### config.mk
export PLATFORM = sky130hd
export DESIGN_NAME = cam_init_seq_flat
export DESIGN_NICKNAME = d
export VERILOG_FILES = /design/src/rtl/cam_init_seq_pkg.sv /design/src/rtl/cam_init_seq_if.sv /design/src/rtl/cam_init_seq_rom.sv /design/src/rtl/cam_init_seq.sv /design/src/flat_wrapper.sv
export SDC_FILE = /design/constraint.sdc
export NUM_CORES = 1
export LEC_CHECK = 0
export BUFFER_PORTS_ARGS = -buffer_cell sky130_fd_sc_hd__buf_2
export CORE_UTILIZATION = 41
export CTS_BUF_LIST = sky130_fd_sc_hd__clkbuf_16
export CTS_CLUSTER_DIAMETER = 80
export CTS_CLUSTER_SIZE = 24
export DETAILED_ROUTE_END_ITERATION = 10
export HOLD_SLACK_MARGIN = 0.02
export PLACE_DENSITY = 0.6
export SLEW_MARGIN = 15
export SYNTH_ARGS = -nofsm -noshare
export SYNTH_HDL_FRONTEND = slang
export SYNTH_SLANG_ARGS = --single-unit
### constraint.sdc
create_clock -name clk400kHz -period 5.1 [get_ports clk400kHz]
set_input_delay 1.02 -clock clk400kHz [delete_from_list [all_inputs] [get_ports clk400kHz]]
set_output_delay 1.02 -clock clk400kHz [all_outputs]
set_load 0.02 [all_outputs]
### src/rtl/cam_init_seq_pkg.sv
// Shared definitions for the camera init sequencer: table markers, FSM states
// and the {reg, data} table entry layout.
package cam_pkg;

    localparam logic [15:0] CAM_REG_DELAY = 16'hFFFF;
    localparam logic [15:0] CAM_REG_END   = 16'hFFFE;

    typedef enum logic [2:0] {
        ST_IDLE,
        ST_FETCH,
        ST_DECODE,
        ST_SETUP,
        ST_STROBE,
        ST_GAP,
        ST_DELAY,
        ST_DONE
    } cam_state_t;

    typedef struct packed {
        logic [15:0] reg_addr;
        logic [7:0]  data;
    } cam_entry_t;

    function automatic cam_entry_t cam_entry(input logic [15:0] r, input logic [7:0] d);
        cam_entry_t e;
        e.reg_addr = r;
        e.data     = d;
        return e;
    endfunction

endpackage

### src/rtl/cam_init_seq_if.sv
// Bus between the init sequencer and the I2C write engine.
interface cam_init_seq_if;

    logic        send_data;
    logic [15:0] register_out;
    logic [7:0]  data_out;
    logic [6:0]  slave_addr;

    modport master (
        output send_data,
        output register_out,
        output data_out,
        output slave_addr
    );

    modport slave (
        input send_data,
        input register_out,
        input data_out,
        input slave_addr
    );

endinterface

### src/rtl/cam_init_seq_rom.sv
// Synchronous register-table ROM; holds the sensor bring-up table unless a
// replacement table is supplied through USE_INIT/INIT.
module cam_init_rom
    import cam_pkg::*;
#(
    parameter int unsigned                 TABLE_DEPTH = 64,
    parameter bit                          USE_INIT    = 1'b0,
    parameter logic [TABLE_DEPTH*24-1:0]   INIT        = '0
) (
    input  logic                           clk,
    input  logic [$clog2(TABLE_DEPTH)-1:0] addr,
    output cam_entry_t                     q
);

    function automatic cam_entry_t sensor_entry(input int unsigned i);
        case (i)
            0:       return cam_entry(16'h0103, 8'h01);
            1:       return cam_entry(CAM_REG_DELAY, 8'h0A);
            2:       return cam_entry(16'h0100, 8'h00);
            3:       return cam_entry(16'h30EB, 8'h05);
            4:       return cam_entry(16'h30EB, 8'h0C);
            5:       return cam_entry(16'h300A, 8'hFF);
            6:       return cam_entry(16'h300B, 8'hFF);
            7:       return cam_entry(16'h30EB, 8'h05);
            8:       return cam_entry(16'h30EB, 8'h09);
            9:       return cam_entry(16'h0114, 8'h01);
            10:      return cam_entry(16'h0128, 8'h00);
            11:      return cam_entry(16'h012A, 8'h18);
            12:      return cam_entry(16'h012B, 8'h00);
            13:      return cam_entry(16'h0160, 8'h04);
            14:      return cam_entry(16'h0100, 8'h01);
            default: return cam_entry(CAM_REG_END, 8'h00);
        endcase
    endfunction

    cam_entry_t mem [TABLE_DEPTH];

    for (genvar i = 0; i < TABLE_DEPTH; i++) begin : g_mem
        assign mem[i] = USE_INIT ? cam_entry_t'(INIT[i*24 +: 24]) : sensor_entry(i);
    end

    always_ff @(posedge clk) begin
        q <= mem[addr];
    end

endmodule

### src/rtl/cam_init_seq.sv
// Camera register-initialisation sequencer: walks the ROM table, presents each
// write to the I2C engine with a fixed post-write gap, honours delay/end markers.
module cam_init_seq
    import cam_pkg::*;
#(
    parameter logic [6:0]                SLAVE_ADDR     = 7'h10,
    parameter int unsigned               TABLE_DEPTH    = 64,
    parameter int unsigned               GAP_CYCLES     = 48,
    parameter int unsigned               DELAY_UNIT     = 400,
    parameter bit                        USE_TEST_TABLE = 1'b0,
    parameter logic [TABLE_DEPTH*24-1:0] TEST_TABLE     = '0
) (
    input  logic                           clk400kHz,
    input  logic                           reset,
    input  logic                           start,
    cam_init_seq_if.master                 i2c,
    output logic                           busy,
    output logic                           done,
    output logic [$clog2(TABLE_DEPTH)-1:0] index
);

    localparam int unsigned      IDX_W    = $clog2(TABLE_DEPTH);
    localparam int unsigned      CNT_W    = 8 + $clog2(DELAY_UNIT) + 1;
    localparam logic [IDX_W-1:0] IDX_LAST = IDX_W'(TABLE_DEPTH - 1);
    localparam logic [CNT_W-1:0] GAP_LOAD = CNT_W'(GAP_CYCLES - 1);
    localparam logic [CNT_W-1:0] UNIT     = CNT_W'(DELAY_UNIT);

    cam_state_t       state_q, state_d;
    logic             start_q;
    logic             start_edge;
    logic [IDX_W-1:0] index_q, index_d;
    logic             exhausted_q, exhausted_d;
    logic [CNT_W-1:0] cnt_q, cnt_d;
    logic [15:0]      reg_q, reg_d;
    logic [7:0]       data_q, data_d;
    cam_entry_t       rom_q;

    cam_init_rom #(
        .TABLE_DEPTH (TABLE_DEPTH),
        .USE_INIT    (USE_TEST_TABLE),
        .INIT        (TEST_TABLE)
    ) u_rom (
        .clk  (clk400kHz),
        .addr (index_q),
        .q    (rom_q)
    );

    assign start_edge = start & ~start_q;

    always_ff @(posedge clk400kHz or negedge reset) begin
        if (!reset) begin
            state_q     <= ST_IDLE;
            start_q     <= 1'b0;
            index_q     <= '0;
            exhausted_q <= 1'b0;
            cnt_q       <= '0;
            reg_q       <= '0;
            data_q      <= '0;
        end else begin
            state_q     <= state_d;
            start_q     <= start;
            index_q     <= index_d;
            exhausted_q <= exhausted_d;
            cnt_q       <= cnt_d;
            reg_q       <= reg_d;
            data_q      <= data_d;
        end
    end

    // Running off the table end keeps index at the last slot and flags the
    // next DECODE to behave exactly like a fetched end marker.
    always_comb begin
        state_d     = state_q;
        index_d     = index_q;
        exhausted_d = exhausted_q;
        cnt_d       = cnt_q;
        reg_d       = reg_q;
        data_d      = data_q;

        case (state_q)
            ST_IDLE, ST_DONE: begin
                if (start_edge) begin
                    index_d     = '0;
                    exhausted_d = 1'b0;
                    state_d     = ST_FETCH;
                end
            end
            ST_FETCH: state_d = ST_DECODE;
            ST_DECODE: begin
                if (exhausted_q || rom_q.reg_addr == CAM_REG_END) begin
                    state_d = ST_DONE;
                end else if (rom_q.reg_addr == CAM_REG_DELAY) begin
                    cnt_d   = CNT_W'(rom_q.data) * UNIT;
                    state_d = ST_DELAY;
                end else begin
                    reg_d   = rom_q.reg_addr;
                    data_d  = rom_q.data;
                    state_d = ST_SETUP;
                end
            end
            ST_SETUP: state_d = ST_STROBE;
            ST_STROBE: begin
                cnt_d   = GAP_LOAD;
                state_d = ST_GAP;
            end
            ST_GAP, ST_DELAY: begin
                if (cnt_q == '0) begin
                    if (index_q == IDX_LAST) begin
                        exhausted_d = 1'b1;
                    end else begin
                        index_d = index_q + 1'b1;
                    end
                    state_d = ST_FETCH;
                end else begin
                    cnt_d = cnt_q - 1'b1;
                end
            end
            default: state_d = ST_IDLE;
        endcase
    end

    assign i2c.send_data    = (state_q == ST_STROBE);
    assign i2c.register_out = reg_q;
    assign i2c.data_out     = data_q;
    assign i2c.slave_addr   = SLAVE_ADDR;

    assign busy  = (state_q != ST_IDLE) && (state_q != ST_DONE);
    assign done  = (state_q == ST_DONE);
    assign index = index_q;

endmodule

### src/flat_wrapper.sv
// flat-port wrapper written by rule: the top's interface ports become plain ports
module cam_init_seq_flat import cam_pkg::*;
#(
    parameter logic [6:0]                SLAVE_ADDR     = 7'h10,
    parameter int unsigned               TABLE_DEPTH    = 64,
    parameter int unsigned               GAP_CYCLES     = 48,
    parameter int unsigned               DELAY_UNIT     = 400,
    parameter bit                        USE_TEST_TABLE = 1'b0,
    parameter logic [TABLE_DEPTH*24-1:0] TEST_TABLE     = '0
)
  (clk400kHz, reset, start, busy, done, index, i2c_send_data, i2c_register_out, i2c_data_out, i2c_slave_addr);
  cam_init_seq_if i2c_i ();
  input  logic clk400kHz;
  input  logic reset;
  input  logic start;
  output logic busy;
  output logic done;
  output logic [$clog2(TABLE_DEPTH)-1:0] index;
  output wire logic [$bits(i2c_i.send_data)-1:0] i2c_send_data;
  output wire logic [$bits(i2c_i.register_out)-1:0] i2c_register_out;
  output wire logic [$bits(i2c_i.data_out)-1:0] i2c_data_out;
  output wire logic [$bits(i2c_i.slave_addr)-1:0] i2c_slave_addr;
  assign i2c_send_data = i2c_i.send_data;
  assign i2c_register_out = i2c_i.register_out;
  assign i2c_data_out = i2c_i.data_out;
  assign i2c_slave_addr = i2c_i.slave_addr;
  cam_init_seq #(.SLAVE_ADDR(SLAVE_ADDR), .TABLE_DEPTH(TABLE_DEPTH), .GAP_CYCLES(GAP_CYCLES), .DELAY_UNIT(DELAY_UNIT), .USE_TEST_TABLE(USE_TEST_TABLE), .TEST_TABLE(TEST_TABLE)) u_core (.clk400kHz(clk400kHz), .reset(reset), .start(start), .i2c(i2c_i), .busy(busy), .done(done), .index(index));
endmodule
## Word-level counts from Yosys, hierarchy flattened

Memory sizes are Yosys's and may differ from the RTL's. A register that Yosys moved wholly into a read port is not among the register bits.
Index checks and enable logic that the tools add are counted.
Widths: inputs -> output; s select.

| word-level totals | value |
|---|---|
| flip-flop bits (word level) | 53 |
| memory bits (read-only) | 1536 |
| input port bits | 3 |
| output and inout port bits | 40 |
| word-level logic and storage cells | 65 |
| memories kept | 1 |

| cells by class | value |
|---|---|
| add/sub/neg operators | 2 |
| $mul | 1 |
| equal/unequal tests | 18 |
| mux-type cells | 17 |
| bitwise operators | 5 |
| reductions and logical operators | 14 |

Memory list:

| name | words | bits a word | read ports | clocked after Yosys merged registers in | write ports | RTL line | text |
|---|---|---|---|---|---|---|---|
| (name not given) | 64 | 24 | 1 | 1 | 0 | cam_init_seq_rom.sv:43 | `q <= mem[addr];` |

Operator list:

| kind | number |
|---|---|
| $mux 18 | 3 |
| $pmux 18 s3 | 1 |
| $eq 16x16->1 const B | 2 |
| $logic_not 18->1 | 1 |
| $mux 6 | 3 |
| $pmux 3 s6 | 1 |
| $sub 18x1->18 const B | 1 |
| $mul 8x5->13 const B | 1 |
| $eq 3x3->1 const B | 4 |
| $mux 3 | 4 |
| $pmux 6 s2 | 1 |
| $reduce_and 4->1 | 3 |
| $ne 2x1->1 const B | 4 |
| $not 6->7 | 1 |
| $add 6x1->6 const B | 1 |
| $eq 3x2->1 const B | 2 |
| $eq 6x6->1 const B | 1 |
| $ne 2x2->1 const B | 3 |
| $reduce_bool 3->1 | 2 |
| $reduce_or 2->1 | 2 |
| $eq 3x1->1 const B | 1 |
| $logic_not 3->1 | 1 |
| $mux 1 | 3 |
| $ne 3x3->1 const B | 1 |
| 8 further kinds | 10 |

## Depth between registers and ports, before layout

| depth | value |
|---|---|
| word-level depth | 4 |
| depth in mapped cells | 11 |
| mapped depth without buffers | 11 |

## Modules after synthesis

From an unflattened synthesis, not the netlist that was laid out.

| second synthesis, totals | value |
|---|---|
| cells, all modules | 461 |
| area, all modules | 4503.1 µm² |

Modules (own cells, without submodules):

| module | instances | cells an instance | area an instance (µm²) | sequential area each (µm²) |
|---|---|---|---|---|
| cam_init_seq | 1 | 361 | 3638.5 | 1326.3 |
| cam_init_rom | 1 | 100 | 864.6 | 320.3 |

## Worst setup path after synthesis

OpenSTA, ideal clock, no wires.

| path | value |
|---|---|
| path type | register to register |
| start point | reg u_core.u_rom.q[2] (netlist name) |
| end point | reg u_core.cnt_q[13] |
| library setup time | 0.134 ns |
| arrival | 2.494 ns |
| required time | 4.966 ns |
| setup slack | 2.472 ns |
| stages on the path, launching flop included | 10 |
| path through | dfxtp_1 > ha_1 > ha_1 > fa_1 > ha_1 > o21ai_0 > o21bai_1 > a211o_1 > a31oi_1 > o21ai_1 |

| on the way | value |
|---|---|
| cells in the longest elaborated chain, start to end | 4 |

Ends and longest elaborated chain:

| item | RTL line | text |
|---|---|---|
| $mul 8x5->13 | cam_init_seq.sv:93 | `cnt_d = CNT_W'(rom_q.data) * UNIT;` |
| $mux 18 | cam_init_seq.sv:92 | `end else if (rom_q.reg_addr == CAM_REG_DELAY) begin` |
| $mux 18 | cam_init_seq.sv:90 | `if (exhausted_q \|\| rom_q.reg_addr == CAM_REG_END) begin` |
| $pmux 18 s3 | cam_init_seq.sv:80 | `case (state_q)` |
| end signal, assigned | cam_init_seq.sv:64 | `cnt_q <= cnt_d;` |
| end, declared | cam_init_seq.sv:33 | `logic [CNT_W-1:0] cnt_q, cnt_d;` |

No other way between the ends. The select of a mux whose other input is x is not followed.
A chain may end at the register's enable or synchronous reset.

## Final worst setup path

| path | value |
|---|---|
| start point | reg u_core.u_rom.q[3] (netlist name) |
| end point | reg u_core.cnt_q[13] |

| on the way | value |
|---|---|
| cells in the longest elaborated chain, start to end | 4 |

Ends and longest elaborated chain:

| item | RTL line |
|---|---|
| $mul 8x5->13 | cam_init_seq.sv:93 |
| $mux 18 | cam_init_seq.sv:92 |
| $mux 18 | cam_init_seq.sv:90 |
| $pmux 18 s3 | cam_init_seq.sv:80 |

No other way between the ends. The select of a mux whose other input is x is not followed.

==> flow_summary.ini <==
[job]
cap_violations = 0

[cts]
postCtsHoldBufs = 0
cts-root-buf = clkbuf_16
cts_setup_buffers = 0
clock_latency_ns = 0.33
cts_resized = 0
cts_buffer_depth = 2
tritoncts = yes
cts_made_buffers = 9
cts_num_sinks = 61
clk_pin_slew_ns = 0.06
cts_htree_levels = 3

[cells_and_area]
areaGrowthSynthToFinish_pct = 12.20
final_common_cell = dfrtp_1
diodes = 0
layout_common_cells = dfrtp_1, ha_1, buf_2
nets = 473
drive_gt1_share_pct = 19.45

[global_routing]
grt_pass1_wl_mm = 15.50
grt_use_total_pct = 19.73
antenna_found_initial = 0
gr-total-overflow = 0
grt_max_degree = 46
grt_pass1_vias = 3141

[run_status]
outcome = complete, no violations

[critical_path]
cpLargestDelayFamily = adder cells
critPathLaunchType = flip-flop
crit_chain = ha_1 > ha_1 > fa_1 > ha_1 > o21ai_0 > o21bai_1 > a211o_1 > a31oi_1 > o21ai_1
ff2ff_path_depth = 9
cp-end-kind = flip-flop
worstSetupPathType = flip-flop to flip-flop
reg2reg_slack_ns = 2.22
slowest_delay_ns = 0.46
cp.buffers_inverters = 0
rr_startpoint = u_core.u_rom.q[3]
regToRegEndpoint = u_core.cnt_q[13]
crit_top_cell = ha_1
worstPathRequired_ns = 5.30
endpoint = u_core.cnt_q[13]
arrival_ns = 3.08
cp.depth = 9
setup.worst_path.start = u_core.u_rom.q[3]
critPathSlowestCell = fa_1
path_max_fanout = 5

[floorplan]
chipWidth_um = 99.77
die_h_um = 99.77
coreArea_um2 = 9240
num_rows = 35
io_pins = 43
start_util_pct = 42.41
dieArea_um2 = 9953

[pwr]
switchingPower_w = 0.001354
sw_frac_of_total_pct = 45.33
p_leak_nw = 1.982
power_per_cell_area_nw_per_um2 = 679.4
combPwrFrac_pct = 48.6
sequentialPowerShare_pct = 30.4
vdd_ir_drop_max_uv = 304.7
internal-power_w = 0.001633
clock_power_share_pct = 20.9

[synthesis]
syn_area_um2 = 3919
syn_avg_cell_area_um2 = 9.443
ys_seq_area_share_pct = 36.91
ys_ff_latch = 61
syn_inst = 415
synth_edf_count = 0
synthFlopType = dfrtp_1
synthArstFlopShare_pct = 73.77
yosysWarnings = 0
ys_types = 66

[timing]
fin_crit_ns = 2.875
timing.final.ws_setup_ns = 2.225
fin_crit_sh_pct = 56.37
fin_skew_ns = 0.01015
rsz0062_at_grt = no
hold_viol = 0
tightest_slew_ns = 0.7253
finalSetupTns_ns = 0
setup_viol = 0
max_slew_margin_pct = 51.53
fmax_mhz = 347.8
slew_violations = 0

[drt]
vias = 3194
drt_iter0_markers = 177
routedWlPerCell_um = 16.16
drc_errors = 0
firstDrtPassIters = 5
vias_per_cell = 5.643
detail-route-antenna-nets = 0
wirelength_mm = 9.148

[worst_hold_path]
hold_class = flip-flop to flip-flop

[placed_design]
gp_routability_congestion = 0.8413
placement.io_buffers = 35
preCtsSetupSlack_ns = 2.257
dp_hpwl_mm = 6.572
[per-layer routing]
metal | up-vias | part of all wire, % | wire (um) | global-route usage (%)
li1 | 1543 | - | - | -
met1 | 1549 | 46 | 4172 | 25.47
met2 | 87 | 48 | 4416 | 32.25
met3 | 15 | 4.2 | 380 | 4.287
met4 | 0 | 2.0 | 179 | 7.579
met5 | - | 0 | 0 | 0
[final cells by class]
type / instances / area [um^2]
Inverter: 17 / 63.81
Clock inverter: 7 / 81.33
Sequential cell: 61 / 1446
Multi-Input combinational cell: 307 / 2233
Timing Repair Buffer: 36 / 185.2
Fill cell: 877 / 4843
Tap cell: 129 / 161.4
Clock buffer: 9 / 225.2
[synth_stat cells (all sizes together), types with 3 or more instances]
| master | instances | area [um^2] |
|---|---|---|
| nor3 | 10 | 60.06 |
| nor2 | 32 | 120.1 |
| a21oi | 19 | 95.09 |
| mux2 | 19 | 214.0 |
| dfrtp | 45 | 1126 |
| buf | 21 | 141.4 |
| a21o | 4 | 30.03 |
| and2 | 4 | 27.52 |
| fa | 4 | 80.08 |
| o31ai | 3 | 22.52 |
| or4 | 3 | 22.52 |
| o21ai | 36 | 180.2 |
| dfxtp | 16 | 320.3 |
| clkbuf | 14 | 52.55 |
| a31oi | 7 | 43.79 |
| a211oi | 6 | 45.04 |
| nand2 | 29 | 108.9 |
| inv | 17 | 63.81 |
| o21a | 3 | 22.52 |
| a32oi | 3 | 26.28 |
| o41ai | 15 | 131.4 |
| nand4 | 3 | 18.77 |
| nor2b | 4 | 25.02 |
| nand3 | 10 | 55.05 |
| nor4 | 9 | 77.57 |
| nor3b | 3 | 22.52 |
| or2 | 3 | 18.77 |
| ha | 34 | 425.4 |
[power by group through the flow]
stage                     Combinational, W  Clock [W]  Sequential, W
final                              0.00145   0.000626       0.000909
after global routing               0.00161   0.000657       0.000941
after CTS                          0.00145   0.000634       0.000910
after detailed placement           0.00144          0       0.000918
after global placement             0.00144          0       0.000910
after floorplan                    0.00109          0       0.000905
[metrics by stage]
stage          area [um^2]  instances  hold slack [ns]  power (W)  utilization, %
6_report              4397        566           0.4890   0.002987           47.58
3_3_place_gp          4088        550           0.4778   0.002346           44.24
2_1_floorplan         3938        420           0.4635   0.001991               -
5_1_grt               4397        566           0.5113   0.003207           47.58
4_1_cts               4394        566           0.4955   0.002999           47.56
3_5_place_dp          4088        550           0.4868   0.002360           44.24
[flip-flops by register name (all words and copies together), names as in the netlist]
register                 count
u_core.index                 6
u_core.exhausted_q           1
u_core.cnt_q                18
u_core.i2c.data_out          6
u_core.start_q               1
u_core.u_rom.q              16
u_core.state_q               3
u_core.i2c.register_out     10
[how the worst min path moves through the flow]
stage	endpoint	cells past startpoint	startpoint	slack (ns)
3_5_place_dp	u_core.i2c.register_out[8]	1	u_core.u_rom.q[16]	0.49
4_1_cts	u_core.i2c.register_out[8]	1	u_core.u_rom.q[16]	0.50
6_report	u_core.i2c.register_out[8]	1	u_core.u_rom.q[16]	0.49
2_1_floorplan	u_core.i2c.register_out[8]	1	u_core.u_rom.q[16]	0.46
5_1_grt	u_core.i2c.register_out[8]	1	u_core.u_rom.q[16]	0.51
3_3_place_gp	u_core.i2c.register_out[8]	1	u_core.u_rom.q[16]	0.48
[cell families after synthesis]
logic type | synth area share, %
buf+inv | 6.577
xor+xnor | 0.4471
flops | 36.91
other cells | 0.1916
mux | 6.545
compound gates | 19.29
simple gates | 17.15
fa+ha+maj | 12.90
No activity file was read; power rests on OpenSTA's default activity.
